<file path="src/rtl/pv_timing_pkg.sv">
// Shared timing constants and meter state encoding for the pulse/usec timing blocks.
// Latency: n/a (declarations only).
// Backpressure: n/a.
package pv_timing_pkg;

  localparam int unsigned USEC_PER_SEC = 1_000_000;
  localparam int          USEC_W       = 32;
  localparam int          DUTY_W       = 8;

  typedef enum logic [1:0] {
    WAIT_LOW = 2'd0,
    ARMED    = 2'd1,
    HIGH     = 2'd2
  } meter_state_t;

endpackage

</file>
<file path="src/rtl/usec_tick_gen.sv">
// Fractional accumulator producing a one-cycle tick per microsecond of sys_clk time.
// Latency: tick is combinational from the accumulator; phase is free-running from reset.
// Backpressure: none.
module usec_tick_gen (
  input  logic        sys_clk,
  input  logic        sys_rst,
  input  logic [31:0] sys_clk_freq,
  output logic        tick
);
  import pv_timing_pkg::*;

  localparam logic [32:0] STEP = 33'(USEC_PER_SEC);

  logic [31:0] acc;
  logic [32:0] sum;

  always_comb begin
    sum  = {1'b0, acc} + STEP;
    tick = (sum >= {1'b0, sys_clk_freq});
  end

  // Below 1 MHz every cycle ticks; holding acc at 0 keeps it from creeping upward.
  always_ff @(posedge sys_clk) begin
    if (sys_rst) begin
      acc <= '0;
    end else if (sys_clk_freq < USEC_PER_SEC) begin
      acc <= '0;
    end else if (tick) begin
      acc <= 32'(sum - {1'b0, sys_clk_freq});
    end else begin
      acc <= sum[31:0];
    end
  end

endmodule

</file>
<file path="src/rtl/pulse_width_meter.sv">
// Times high pulses on async pulse_in in usec; `PWM_PERIOD_EN adds period and duty (divider).
// Latency: width_valid SYNC_STAGES+2 cycles after pin fall; duty_valid ~41 cycles after a rise.
// Backpressure: none; strobes are fire-and-forget and results hold until the next strobe.
module pulse_width_meter
  import pv_timing_pkg::*;
#(
  parameter int unsigned TIMEOUT_USEC = 1_000_000,
  parameter int unsigned SYNC_STAGES  = 2
) (
  input  logic              sys_clk,
  input  logic              sys_rst,
  input  logic [31:0]       sys_clk_freq,
  input  logic              pulse_in,
  output logic              busy,
  output logic              width_valid,
  output logic [USEC_W-1:0] usec_width,
  output logic              overflow,
  output logic [USEC_W-1:0] period_usec,
  output logic [DUTY_W-1:0] duty,
  output logic              duty_valid
);

  localparam logic [USEC_W-1:0] TIMEOUT_W  = USEC_W'(TIMEOUT_USEC);
  localparam logic [USEC_W-1:0] TIMEOUT_M1 = USEC_W'(TIMEOUT_USEC - 1);

  logic tick;

  usec_tick_gen u_tick (
    .sys_clk      (sys_clk),
    .sys_rst      (sys_rst),
    .sys_clk_freq (sys_clk_freq),
    .tick         (tick)
  );

  logic [SYNC_STAGES-1:0] sync_q;
  logic [SYNC_STAGES:0]   prime_q;
  logic                   s, s_d, rise, fall, primed;

  // prime_q fills once s and s_d both carry post-reset samples of the pin, so a
  // pulse already high at reset release cannot masquerade as a fresh rise.
  always_ff @(posedge sys_clk) begin
    if (sys_rst) begin
      sync_q  <= '0;
      s_d     <= 1'b0;
      prime_q <= '0;
    end else begin
      sync_q  <= {sync_q[SYNC_STAGES-2:0], pulse_in};
      s_d     <= s;
      prime_q <= {prime_q[SYNC_STAGES-1:0], 1'b1};
    end
  end

  assign s      = sync_q[SYNC_STAGES-1];
  assign rise   = s & ~s_d;
  assign fall   = ~s & s_d;
  assign primed = prime_q[SYNC_STAGES];

  meter_state_t      state_q, state_d;
  logic [USEC_W-1:0] cnt_q, cnt_d, width_q, width_d;
  logic              ovf_q, ovf_d, wv_q, wv_d;

  always_ff @(posedge sys_clk) begin
    if (sys_rst) begin
      state_q <= WAIT_LOW;
      cnt_q   <= '0;
      width_q <= '0;
      ovf_q   <= 1'b0;
      wv_q    <= 1'b0;
    end else begin
      state_q <= state_d;
      cnt_q   <= cnt_d;
      width_q <= width_d;
      ovf_q   <= ovf_d;
      wv_q    <= wv_d;
    end
  end

  always_comb begin
    state_d = state_q;
    cnt_d   = cnt_q;
    width_d = width_q;
    ovf_d   = ovf_q;
    wv_d    = 1'b0;
    unique case (state_q)
      WAIT_LOW: if (primed && !s) state_d = ARMED;
      ARMED: begin
        if (rise) begin
          state_d = HIGH;
          cnt_d   = '0;
        end
      end
      HIGH: begin
        // A fall coinciding with the timeout tick reports the real width.
        if (fall) begin
          state_d = ARMED;
          width_d = cnt_q;
          ovf_d   = 1'b0;
          wv_d    = 1'b1;
        end else if (tick && cnt_q == TIMEOUT_M1) begin
          state_d = WAIT_LOW;
          width_d = TIMEOUT_W;
          ovf_d   = 1'b1;
          wv_d    = 1'b1;
        end else if (tick) begin
          cnt_d = cnt_q + 1'b1;
        end
      end
      default: state_d = WAIT_LOW;
    endcase
  end

  assign busy        = (state_q == HIGH);
  assign width_valid = wv_q;
  assign usec_width  = width_q;
  assign overflow    = ovf_q;

`ifdef PWM_PERIOD_EN
  logic              acc_rise;
  logic              p_run_q, div_busy_q, dv_q;
  logic [USEC_W-1:0] pcnt_q, period_q, divs_q, rem_q, rem_nxt;
  logic [39:0]       quo_q, quo_nxt;
  logic [32:0]       rem_sh;
  logic [5:0]        dcnt_q;
  logic [DUTY_W-1:0] duty_q;
  logic              ge;

  assign acc_rise = (state_q == ARMED) && rise;

  always_comb begin
    rem_sh  = {rem_q, quo_q[39]};
    ge      = (rem_sh >= {1'b0, divs_q});
    rem_nxt = ge ? 32'(rem_sh - {1'b0, divs_q}) : rem_sh[31:0];
    quo_nxt = {quo_q[38:0], ge};
  end

  always_ff @(posedge sys_clk) begin
    if (sys_rst) begin
      p_run_q    <= 1'b0;
      pcnt_q     <= '0;
      period_q   <= '0;
      divs_q     <= '0;
      rem_q      <= '0;
      quo_q      <= '0;
      dcnt_q     <= '0;
      div_busy_q <= 1'b0;
      duty_q     <= '0;
      dv_q       <= 1'b0;
    end else begin
      dv_q <= 1'b0;
      if (state_q == WAIT_LOW) p_run_q <= 1'b0;
      else if (acc_rise)       p_run_q <= 1'b1;

      if (acc_rise)                         pcnt_q <= '0;
      else if (tick && pcnt_q != TIMEOUT_W) pcnt_q <= pcnt_q + 1'b1;

      // First rise after arming only starts the period count.
      if (acc_rise && p_run_q) begin
        period_q   <= pcnt_q;
        div_busy_q <= 1'b0;
        if (pcnt_q == '0) begin
          duty_q <= '1;
          dv_q   <= 1'b1;
        end else if (pcnt_q != TIMEOUT_W) begin
          quo_q      <= {width_q, 8'h00} - {8'h00, width_q};
          rem_q      <= '0;
          divs_q     <= pcnt_q;
          dcnt_q     <= '0;
          div_busy_q <= 1'b1;
        end
      end else if (div_busy_q) begin
        quo_q  <= quo_nxt;
        rem_q  <= rem_nxt;
        dcnt_q <= dcnt_q + 1'b1;
        if (dcnt_q == 6'd39) begin
          div_busy_q <= 1'b0;
          dv_q       <= 1'b1;
          duty_q     <= (quo_nxt > 40'd255) ? '1 : quo_nxt[DUTY_W-1:0];
        end
      end
    end
  end

  assign period_usec = period_q;
  assign duty        = duty_q;
  assign duty_valid  = dv_q;
`else
  assign period_usec = '0;
  assign duty        = '0;
  assign duty_valid  = 1'b0;
`endif

endmodule

</file>
<file path="config.mk">
export PLATFORM = sky130hd
export DESIGN_NAME = pulse_width_meter
export DESIGN_NICKNAME = d
export VERILOG_FILES = /design/src/rtl/pv_timing_pkg.sv /design/src/rtl/usec_tick_gen.sv /design/src/rtl/pulse_width_meter.sv
export SDC_FILE = /design/constraint.sdc
export NUM_CORES = 1
export LEC_CHECK = 0
export ABC_AREA = 1
export CORE_MARGIN = 2
export CORE_UTILIZATION = 57
export CTS_CLUSTER_SIZE = 24
export DETAILED_ROUTE_END_ITERATION = 10
export PLACE_DENSITY = 0.81
export SYNTH_ARGS = -nofsm -noshare
export SYNTH_HDL_FRONTEND = slang
export SYNTH_HIERARCHICAL = 1
export SYNTH_SLANG_ARGS = --single-unit
</file>
<file path="constraint.sdc">
create_clock -name sys_clk -period 5.2 [get_ports sys_clk]
set_clock_uncertainty 0.2 [all_clocks]
set_input_delay 1.04 -clock sys_clk [delete_from_list [all_inputs] [get_ports sys_clk]]
set_output_delay 1.04 -clock sys_clk [all_outputs]
set_load 0.01 [all_outputs]
</file>
==> flow_metrics.tcl, run 1 <==
set metrics [dict create \
    worst_slew_pin_slew_ns 0.828 \
    grt_pass1_vias 8135 \
    endpoint_kind "flop" \
    place.gp.congestion 0.957 \
    cts_hold_buf 0 \
    slew_viol_final 0 \
    crit_slowest_cell "nand2_4" \
    io_buffers 69 \
    cap_viol_max_count 0 \
    cts-root-buf "clkbuf_16" \
    ant_nets 0 \
    clockBufferDepth 2 \
    outcome "completed" \
    max_freq_ghz 0.211 \
    arrival_ns 4.77 \
    clock_latency_ns 0.36 \
    cts_buffers 9 \
    path_max_fanout 46 \
    setup_viol 0 \
    ir_drop_mv 0.226 \
    r2r_cells 30 \
    synth_top_cell_area_share 0.242 \
    drc 0 \
    antenna_cells 0 \
    grt_pass1_wl_um 40100 \
    die_y_um 128 \
    hold_viol 0 \
    synth_area_um2 8770 \
    postSynthCellCount 1524 \
    synth_top_cell_by_area "dfxtp_1" \
    hpwl_um 19300 \
    io_pins 111 \
    coreArea_um2 15100 \
    via_per_inst 5.33 \
    ys_seq_area_frac 0.242 \
    power_mw 3.95 \
    hold_depth 2 \
    num_vias 9412 \
    max_stage_delay_ns 0.41 \
    fp.dieArea_um2 16400 \
    async_flop_share 0 \
    rsz0062_at_grt "no" \
    overflow 0 \
    rows 45 \
    cts_tree "yes" \
    yosysWarnings 6 \
    synth.most_common_cell "nand2_1" \
    finalCritPeriodShare 0.914 \
    leakagePower_nw 4.73 \
    ys_ff_latch 106 \
    grt_usage 0.306 \
    die_x_um 128 \
    min_period_ns 4.75 \
    wire_per_inst_um 14.1 \
    clock-sinks 106 \
    cp_common_cell "nand2_1" \
    synth_edf_count 0 \
    clk_pin_slew_worst_paths_ns 0.08 \
    p_per_area_nw_per_um2 408 \
    start_kind "flop" \
    critical_path_required_ns 5.22 \
    routed_wl_um 24900 \
    synth_flop_cell "dfxtp_1" \
    drt_iter0_markers 910 \
    yosys-top-cells-count "nand2_1 (468), nor2_1 (256), inv_1 (211)" \
    drive_gt1_frac 0.0349 \
    firstDrtPassIters 6 \
    worst_slew_margin_rel 0.447 \
    fin_nets 1642 \
    antenna_found_initial 0 \
    synth.distinct_cells 39 \
    area_growth_pct 10.4 \
    path_class "reg2reg" \
    start_util 0.581 \
    synthTopCellsByArea "dfxtp_1 (24%), nand2_1 (20%), nor2_1 (11%)" \
    hold_path_class "reg2reg" \
    timing.setup.tns_ns 0 \
    avgSynthCellArea_um2 5.75 \
    htree_levels 3 \
    grt_max_degree 60 \
]
-- worst max-delay path, delay by kind of cell (launching register included) --
family                   cells  cell delay, ns
flip-flops                   1            0.38
AND/OR/NAND/NOR             24            3.26
AO/OA/AOI/OAI                2            0.19
adder cells (fa/ha/maj)      1            0.32
buffers and inverters        3            0.21
-- through the flow --
| stage | instances | worst slack, ns | area [µm²] | utilization | hold slack, ns |
|---|---|---|---|---|---|
| after CTS | 1764 | 0.400 | 9670 | 0.641 | 0.220 |
| after detailed placement | 1748 | 0.533 | 9380 | 0.622 | 0.209 |
| after global placement | 1748 | 0.616 | 9380 | 0.622 | 0.189 |
| after global routing | 1765 | 0.0467 | 9680 | 0.641 | 0.241 |
| final | 1765 | 0.450 | 9680 | 0.641 | 0.215 |
| after floorplan | 1564 | 1.51 | 8920 | - | 0.188 |
-- sequential cells by signal (all words and copies together), names as in the netlist --
signal / cells
state_q: 2
overflow: 1
cnt_q: 32
u_tick/acc: 32
s_d: 1
sync_q: 2
prime_q: 3
width_valid: 1
usec_width: 32
-- timing repair --
action | CTS | global route
gates resized for setup | 0 | 1
setup buffers | 0 | 0
endpoints found under the setup margin | 0 | 26
-- power breakdown --
group	internal, mW	leakage (nW)	total, mW	switching, mW
logic	0.749	3.73	2.23	1.48
clock network	0.339	0.146	0.685	0.345
registers	0.917	0.861	1.03	0.114
-- cell families (layout without fill, tap and decap cells) --
kind of cell / after synthesis / count (layout) / share of synthesized area
buf+inv: 298 / 310 / 0.152
fa+ha+maj: 35 / 35 / 0.0508
simple gates: 920 / 921 / 0.437
compound gates: 128 / 128 / 0.0822
xor+xnor: 36 / 36 / 0.0360
other cells: 1 / 41 / 0.000428
flops: 106 / 106 / 0.242
-- cell usage in the layout, fill, tap and decap left out, drive strengths merged --
cell and count:
inv 224, nand3b 6, a41oi 1, ha 34, nand4 22, a211oi 1
nor4 1, buf 6, a22oi 17, dfxtp 106, fa 1, o21ai 21
nand2 476, conb 41, a31oi 2, xor2 24, xnor2 12, o21bai 8
a21oi 72, clkdlybuf4s50 68, o22ai 5, o21a 1, nand3 133, clkinv 3
clkbuf 9, nor2 267, or2 1, nor3 15
-- worst paths after layout --
kind,start,slack (ns),to
setup / recovery,u_tick/acc[6]$_SDFF_PP0_,0.45,cnt_q[10]$_SDFFE_PP0P_
hold / removal,prime_q[1]$_SDFF_PP0_,0.21,prime_q[2]$_SDFF_PP0_
setup reg to reg,u_tick/acc[6]$_SDFF_PP0_,0.45,cnt_q[10]$_SDFFE_PP0P_
hold reg to reg,prime_q[1]$_SDFF_PP0_,0.21,prime_q[2]$_SDFF_PP0_
-- final cells by class --
class,instances,area [µm²]
tap,188,235
clock buffer,9,225
fill,1518,5410
inverter,220,828
sequential,106,2120
clock inverter,7,65.1
multi-input combinational,1161,5480
timing repair buffer,74,723
-- metal layers --
metal | global-route usage | vias up | part of all wire
li1 | - | 4772 | -
met1 | 0.452 | 4208 | 0.48
met2 | 0.463 | 401 | 0.41
met3 | 0.0576 | 31 | 0.090
met4 | 0.0679 | 0 | 0.015
met5 | 0 | - | 0
(Power assumes the default switching activity.)
==> inputs of run 2 (changes only) <==
--- a/config.mk
+++ b/config.mk
@@ -10,7 +10,9 @@
 export CORE_UTILIZATION = 57
 export CTS_CLUSTER_SIZE = 24
 export DETAILED_ROUTE_END_ITERATION = 10
+export HOLD_SLACK_MARGIN = 0.08
 export PLACE_DENSITY = 0.81
+export SKIP_LAST_GASP = 1
 export SYNTH_ARGS = -nofsm -noshare
 export SYNTH_HDL_FRONTEND = slang
 export SYNTH_HIERARCHICAL = 1
==> results of run 2 <==
No change in the layout: final DEF, timing and power equal those of run 1.
==> inputs of run 3 (changes only) <==
--- a/config.mk
+++ b/config.mk
@@ -12,6 +12,7 @@
 export DETAILED_ROUTE_END_ITERATION = 10
 export HOLD_SLACK_MARGIN = 0.08
 export PLACE_DENSITY = 0.81
+export SETUP_SLACK_MARGIN = 0.3
 export SKIP_LAST_GASP = 1
 export SYNTH_ARGS = -nofsm -noshare
 export SYNTH_HDL_FRONTEND = slang
==> constraint.sdc (replaced) <==
create_clock -name sys_clk -period 5.2 [get_ports sys_clk]
set_clock_uncertainty 0.2 [all_clocks]
set_input_delay 1.04 -clock sys_clk [delete_from_list [all_inputs] [get_ports sys_clk]]
set_output_delay 1.04 -clock sys_clk [all_outputs]
set_load 0.02 [all_outputs]
==> run 3 against run 2 <==
Against the previous run: clock power hardly changed; sequential power about the same; highest routed layer unchanged; sequential share of layout area shrank 0.068 points; largest power group unchanged; wire length increased by 0.11%; sequential cell count unchanged.
==> flow_metrics.tcl, run 3 (same netlist as run 1, synthesis figures left out) <==
set metrics [dict create \
    fin_nets 1642 \
    cts_resized 0 \
    firstDrtPassIters 7 \
    hold_path_class "reg2reg" \
    worstHoldEndpoint "prime_q[2]$_SDFF_PP0_" \
    hold_viol 0 \
    max_freq_ghz 0.220 \
    r2r_start "u_tick/acc[6]$_SDFF_PP0_" \
    path_max_fanout 46 \
    grt_pass1_wl_um 40100 \
    finalCritPeriodShare 0.874 \
    cts_hold_buf 0 \
    setup_viol 0 \
    grt_max_degree 60 \
    rsz0062_at_grt "no" \
    cts-root-buf "clkbuf_16" \
    fp.dieArea_um2 16400 \
    drt_iter0_markers 927 \
    wire_per_inst_um 14.1 \
    num_vias 9490 \
    path_class "reg2reg" \
    die_y_um 128 \
    clockBufferDepth 2 \
    max_stage_delay_ns 0.38 \
    via_per_inst 5.38 \
    clock-sinks 106 \
    place.gp.congestion 0.957 \
    crit_slowest_cell "dfxtp_1" \
    die_x_um 128 \
    worst_slew_pin_slew_ns 0.836 \
    critical_path_required_ns 5.22 \
    cp_top_family "simple AND/OR/NAND/NOR gates" \
    ant_nets 0 \
    p_per_area_nw_per_um2 408 \
    mostFrequentLayoutCells "nand2_1 (468), nor2_1 (253), inv_1 (211), nand3_1 (131), dfxtp_1 (106)" \
    dpl_cell_area_um2 9380 \
    outcome "completed" \
    endpoint_kind "flop" \
    hpwl_um 19300 \
    worst_r2r_endpoint "cnt_q[10]$_SDFFE_PP0P_" \
    post-cts-setup-buffer-count 0 \
    cp_common_cell "nand2_1" \
    cap_viol_max_count 0 \
    io_buffers 69 \
    arrival_ns 4.56 \
    routed_wl_um 24900 \
    clk_pin_slew_worst_paths_ns 0.08 \
    io_pins 111 \
    fin_area_um2 9710 \
    cp_num_buf_inv 2 \
    slew_viol_final 0 \
    htree_levels 3 \
    ff2ff_setup_slack_ns 0.65 \
    layout_commonest_cell "nand2_1" \
    antenna_cells 0 \
    ir_drop_mv 0.228 \
    cts_buffers 9 \
    rows 45 \
    leakagePower_nw 4.74 \
    r2r_cells 29 \
    clock_latency_ns 0.36 \
    drc 0 \
    coreArea_um2 15100 \
    area_growth_pct 10.7 \
    grt_usage 0.306 \
    timing.setup.tns_ns 0 \
    hold_depth 2 \
    antenna_found_initial 0 \
    overflow 0 \
    cts_tree "yes" \
    start_kind "flop" \
    worst_slew_margin_rel 0.442 \
    holdCritStartpoint "prime_q[1]$_SDFF_PP0_" \
    start_util 0.581 \
    grt_pass1_vias 8135 \
    min_period_ns 4.55 \
    drive_gt1_frac 0.0368 \
]
run 3: power breakdown:
| part | total, mW | internal (mW) | switching, mW |
|---|---|---|---|
| registers | 1.03 | 0.917 | 0.114 |
| logic | 2.25 | 0.752 | 1.50 |
| clock network | 0.682 | 0.339 | 0.343 |
| total | 3.97 | 2.01 | 1.96 |
run 3: layer usage:
layer / part of all wire / track usage / vias up
li1: - / - / 4774
met1: 0.47 / 0.452 / 4240
met3: 0.097 / 0.0576 / 41
met5: 0 / 0 / -
met2: 0.41 / 0.463 / 435
met4: 0.017 / 0.0679 / 0
run 3: worst max-delay path by stage:
stage                                   startpoint                          end  slack, ns  cells after the start
after global routing      u_tick/acc[6]$_SDFF_PP0_       cnt_q[11]$_SDFFE_PP0P_       0.30                     28
after global placement             sys_clk_freq[7]       cnt_q[19]$_SDFFE_PP0P_       0.62                     21
after detailed placement           sys_clk_freq[7]       cnt_q[15]$_SDFFE_PP0P_       0.53                     21
after CTS                 u_tick/acc[6]$_SDFF_PP0_       cnt_q[10]$_SDFFE_PP0P_       0.40                     30
final                     u_tick/acc[6]$_SDFF_PP0_       cnt_q[10]$_SDFFE_PP0P_       0.65                     29
after floorplan           u_tick/acc[6]$_SDFF_PP0_  usec_width[10]$_SDFFE_PP0P_       1.51                     28
run 3: per-stage QoR:
| step | worst slack (ns) | hold WS, ns | utilization | std cells | power [mW] |
|---|---|---|---|---|---|
| final | 0.653 | 0.215 | 0.643 | 1765 | 3.97 |
| after global routing | 0.302 | 0.241 | 0.643 | 1765 | 4.31 |
| after CTS | 0.400 | 0.220 | 0.641 | 1764 | 3.92 |
| after detailed placement | 0.533 | 0.209 | 0.622 | 1748 | 3.23 |
| after global placement | 0.616 | 0.189 | 0.622 | 1748 | 3.21 |
| after floorplan | 1.51 | 0.188 | - | 1564 | 2.75 |
run 3: cell type report:
type | count | area, µm²
flip-flops and latches | 106 | 2120
clock inverters | 7 | 65.1
multi-input cells | 1161 | 5510
inverters | 220 | 828
clock buffers | 9 | 225
repair buffers | 74 | 723
well taps | 188 | 235
fillers | 1514 | 5380
run 3: worst min-delay path, stage by stage, from the launching register on:
cell and delay (ns):
dfxtp_1 0.31, inv_1 0.04, nor2_1 0.03
